**src/rtl/bs_arb_mode_gen.sv**
```systemverilog
// Shared-bus arbiter: pops one packet from the winning driver FIFO, then pushes it
// to its destination port, or to every port but the source when it is a broadcast.

module bs_arb_mode_gen_lane #(
    parameter int         LANE      = 0,
    parameter logic [7:0] BROADCAST = 8'hFF
) (
    input  logic       pop_phase,
    input  logic       xfer_phase,
    input  logic       req,
    input  logic [7:0] grant,
    input  logic [7:0] dest,
    output logic       pop,
    output logic       push
);
    logic mine;

    assign mine = (grant == 8'(LANE));
    assign pop  = pop_phase && req && mine;
    // Broadcast skips the source; a unicast back to the source is still delivered.
    assign push = xfer_phase && ((dest == 8'(LANE)) || (dest == BROADCAST && !mine));
endmodule

module bs_arb_mode_gen #(
    parameter int         DRVRS     = 4,
    parameter int         PCKG_SZ   = 16,
    parameter logic [7:0] BROADCAST = 8'hFF,
    parameter int         MODE      = 0
) (
    input  logic                            clk,
    input  logic                            reset,
    input  logic [DRVRS-1:0]                pndng,
    input  logic [DRVRS-1:0][PCKG_SZ-1:0]   D_pop,
    output logic [DRVRS-1:0]                pop,
    output logic [DRVRS-1:0]                push,
    output logic [DRVRS-1:0][PCKG_SZ-1:0]   D_push,
    output logic                            busy,
    output logic [7:0]                      grant_id,
    output logic [15:0]                     drop_cnt
);
    localparam int IW = (DRVRS > 1) ? $clog2(DRVRS) : 1;

    typedef enum logic [1:0] {IDLE, POP, XFER} state_t;

    state_t               state, state_nxt;
    logic [IW-1:0]        rr_ptr, winner, gsel;
    logic                 found;
    int                   idx;
    logic [PCKG_SZ-1:0]   pkt;
    logic [7:0]           dest;
    logic                 dest_bad;

    assign gsel     = grant_id[IW-1:0];
    assign dest     = pkt[PCKG_SZ-1 -: 8];
    assign dest_bad = (dest >= 8'(DRVRS)) && (dest != BROADCAST);
    assign busy     = (state != IDLE);

    // Scan starts at rr_ptr in round-robin mode and at 0 in fixed-priority mode.
    always_comb begin
        winner = '0;
        found  = 1'b0;
        idx    = 0;
        for (int k = 0; k < DRVRS; k++) begin
            idx = (MODE == 0) ? (int'(rr_ptr) + k) % DRVRS : k;
            if (!found && pndng[idx[IW-1:0]]) begin
                winner = idx[IW-1:0];
                found  = 1'b1;
            end
        end
    end

    always_comb begin
        state_nxt = state;
        case (state)
            IDLE:    if (|pndng) state_nxt = POP;
            POP:     state_nxt = pndng[gsel] ? XFER : IDLE;
            XFER:    state_nxt = IDLE;
            default: state_nxt = IDLE;
        endcase
    end

    always_ff @(posedge clk or posedge reset) begin
        if (reset) begin
            state    <= IDLE;
            grant_id <= '0;
            rr_ptr   <= '0;
            pkt      <= '0;
            drop_cnt <= '0;
        end else begin
            state <= state_nxt;
            if (state == IDLE && |pndng)
                grant_id <= 8'(winner);
            if (state == POP && pndng[gsel])
                pkt <= D_pop[gsel];
            if (state == XFER) begin
                if (MODE == 0)
                    rr_ptr <= (gsel == IW'(DRVRS-1)) ? '0 : gsel + 1'b1;
                if (dest_bad && drop_cnt != 16'hFFFF)
                    drop_cnt <= drop_cnt + 16'd1;
            end
        end
    end

    genvar i;
    generate
        for (i = 0; i < DRVRS; i++) begin : g_lane
            bs_arb_mode_gen_lane #(.LANE(i), .BROADCAST(BROADCAST)) u_lane (
                .pop_phase  (state == POP),
                .xfer_phase (state == XFER),
                .req        (pndng[i]),
                .grant      (grant_id),
                .dest       (dest),
                .pop        (pop[i]),
                .push       (push[i])
            );
            assign D_push[i] = pkt;
        end
    endgenerate
endmodule

```
**config.mk**
```make
export PLATFORM = sky130hd
export DESIGN_NAME = bs_arb_mode_gen
export DESIGN_NICKNAME = d
export VERILOG_FILES = /design/src/rtl/bs_arb_mode_gen.sv
export SDC_FILE = /design/constraint.sdc
export NUM_CORES = 1
export LEC_CHECK = 0
export BUFFER_PORTS_ARGS = -buffer_cell sky130_fd_sc_hd__buf_2
export CAP_MARGIN = 20
export CELL_PAD_IN_SITES_DETAIL_PLACEMENT = 0
export CELL_PAD_IN_SITES_GLOBAL_PLACEMENT = 1
export CORE_UTILIZATION = 34
export DETAILED_ROUTE_END_ITERATION = 16
export PLACE_DENSITY = 0.88
export SLEW_MARGIN = 15
export SYNTH_ARGS = -nofsm -noshare
export SYNTH_HDL_FRONTEND = slang
export SYNTH_SLANG_ARGS = --single-unit
```
**constraint.sdc**
```tcl
create_clock -name clk -period 3.5 [get_ports clk]
set_input_delay 0 -clock clk [delete_from_list [all_inputs] [get_ports clk]]
set_output_delay 0 -clock clk [all_outputs]
set_load 0.05 [all_outputs]
```
==> impl_metrics.tcl <==
set metrics [dict create \
    critPathMaxStageDelay_ns 0.63 \
    crit_family "simple AND/OR/NAND/NOR gates" \
    gr-total-overflow 0 \
    clk_pin_slew_worst_paths_ns 0.08 \
    cp_slowest_cell "nor3b_2" \
    finalHoldViolations 0 \
    final_layout_size_suffix_gt1_share_pct 58.2 \
    synth_compound_area_share_pct 3.85 \
    placed_area_sq_um 3200 \
    synthAdderAreaFrac_pct 2.29 \
    cts_buffers 5 \
    htree_levels 2 \
    viasPerCell 4.89 \
    crit_path_frequent_cell "nand3_1" \
    synth_area_sq_um 2730 \
    yosysSeqAreaShare_pct 34.9 \
    first_iter_violations 110 \
    grt_max_degree 39 \
    synth-simple-area-share_pct 12.3 \
    final_cell_mix "buf_2, dfrtp_1, nor2_1" \
    start_util_pct 35.3 \
    post_cts_buffers 0 \
    wirelength_microns 6530 \
    crit_path_max_fanout 11 \
    ioPinCount 167 \
    root_buffer "clkbuf_8" \
    cap_violations 0 \
    drv_slew 0 \
    ys_types 40 \
    synth_edf_count 0 \
    timing.slew.headroom_pct 49.4 \
    grt_pass1_vias 2051 \
    critPathCaptureType "register" \
    max_slew.worst_pin.slew_ns 0.756 \
    dieArea_sq_um 8380 \
    dp_hpwl_microns 5030 \
    ys_ff_latch 38 \
    worstSkewPairLatency_ns 0.29 \
    fin_nets 435 \
    wl_per_cell_microns 14.1 \
    die_w_microns 91.5 \
    drt_first_pass_iters 4 \
    drc 0 \
    hold_depth 3 \
    crit_cells 6 \
    cts_tree "done" \
    synth_largest_area_cell "dfrtp_1" \
    path_class "reg2reg" \
    period_needed_ns 2.12 \
    die_h_microns 91.5 \
    ys.flop_type "dfrtp_1" \
    synth.mux.area_fraction_pct 22.8 \
    crit_buf_inv 0 \
    layout_commonest_cell "buf_2" \
    synth_xor_xnor_area_share_pct 4.18 \
    synth.top_cell.area_share_pct 34.9 \
    avgSynthCellArea_sq_um 10.8 \
    final.setup.tns_ns 0 \
    antenna_found_initial 0 \
    period_share_pct 60.7 \
    hp-class "in2reg" \
    clock_skew_ns 0.00634 \
    path_cells "ha_1, nand3_1, or4_4, nor3b_2, nand3_1, xnor2_1" \
    rsz0062_at_grt "no" \
    max_clock_freq_mhz 471 \
    vias 2264 \
    async_reset_ff_share_pct 100 \
    status "completed" \
    worst_ep_arrival_time_ns 2.31 \
    syn_inst 252 \
    areaGrowthSynthToFinish_pct 22.0 \
    final_area_sq_um 3330 \
    cts_sinks 38 \
    ys_warn_count 0 \
    floorplan.core_area_sq_um 7730 \
    setup_viol 0 \
    io_buffers 160 \
    rr_worst_depth 6 \
    antenna_cells 0 \
    place_congestion 0.836 \
    ant_nets 0 \
    startpoint_type "register" \
    cp_data_required_time_ns 3.68 \
    grt_pass1_wl_microns 10100 \
    clockBufferDepth 2 \
    gr-usage-all-layers_pct 15.5 \
    rows 32 \
    synthTopCellsByArea "dfrtp_1, buf_4, mux4_2, mux2_2, xnor2_1" \
    synth_top_family_by_area "multiplexers" \
]
through the flow:
| stage | cells | worst slack (ns) | util (%) | hold slack (ns) |
|---|---|---|---|---|
| finish | 463 | 1.38 | 43.0 | 0.0545 |
| global placement | 454 | 1.05 | 41.4 | 0.144 |
| global route | 463 | 1.19 | 43.0 | 0.0713 |
| floorplan | 257 | 1.10 | - | 0.168 |
| detailed placement | 454 | 1.38 | 41.4 | 0.150 |
| CTS | 463 | 1.37 | 43.0 | 0.0425 |
worst register-to-register path: stages, from the launching register on:
cell and delay, ns:
dfrtp_1 0.44, ha_1 0.23, nand3_1 0.16, or4_4 0.18
nor3b_2 0.63, nand3_1 0.20, xnor2_1 0.17
cells in the mapped netlist, types with 6 or more instances:
cell type  number
buf_4          62
dfrtp_1        38
nor2_1         18
mux4_2         17
mux2_2         14
xnor2_1        12
nand2_1        11
nand4_1        10
inv_1           9
nand3_1         6
state kept, by name (all words and copies together) (netlist names):
| name | flops |
|---|---|
| drop_cnt | 16 |
| pkt | 16 |
| grant_id | 2 |
| rr_ptr | 2 |
| state | 2 |
area by class of cell:
type / instances / area (sq um)
fillers: 768 / 4400
flip-flops and latches: 38 / 951
well taps: 102 / 128
multi-input cells: 142 / 1270
repair buffers: 164 / 833
inverters: 9 / 33.8
clock inverters: 3 / 45.0
clock buffers: 5 / 68.8
final timing paths:
path	startpoint	to	slack [ns]
min in group asynchronous	reset	pkt[7]$_DFFE_PP0P_	0.35
max	drop_cnt[0]$_DFFE_PP0P_	drop_cnt[13]$_DFFE_PP0P_	1.38
min	pndng[3]	state[0]$_DFFE_PP0P_	0.05
max reg2reg	drop_cnt[0]$_DFFE_PP0P_	drop_cnt[13]$_DFFE_PP0P_	1.38
min reg2reg	drop_cnt[6]$_DFFE_PP0P_	drop_cnt[6]$_DFFE_PP0P_	0.54
max in group asynchronous	reset	pkt[10]$_DFFE_PP0P_	2.78
cell families after synthesis:
logic type | Yosys count
buffers and inverters | 77
xor gates and xnor gates | 13
AOI/OAI and AO/OA | 16
other | 1
muxes | 38
adders and majority gates | 5
DFF | 38
and+or+nand+nor | 64
metal layers:
layer  GRT usage [%]  vias up  share of wire [%]  wire length [microns]
li1                -     1033                  -                      -
met1            18.3     1100                 39                   2550
met2            28.3      127                 52                   3400
met3            2.51        4                8.2                    536
met4            5.42        0               0.74                     48
met5               0        -                  0                      0
repair_timing:
item,in CTS,in global routing
hold endpoints to repair,38,0
hold buffers,1,0
resized for setup,0,0
Power is not shown: default switching activity piles up to over one toggle a cycle in this logic, so the estimate is an artifact.
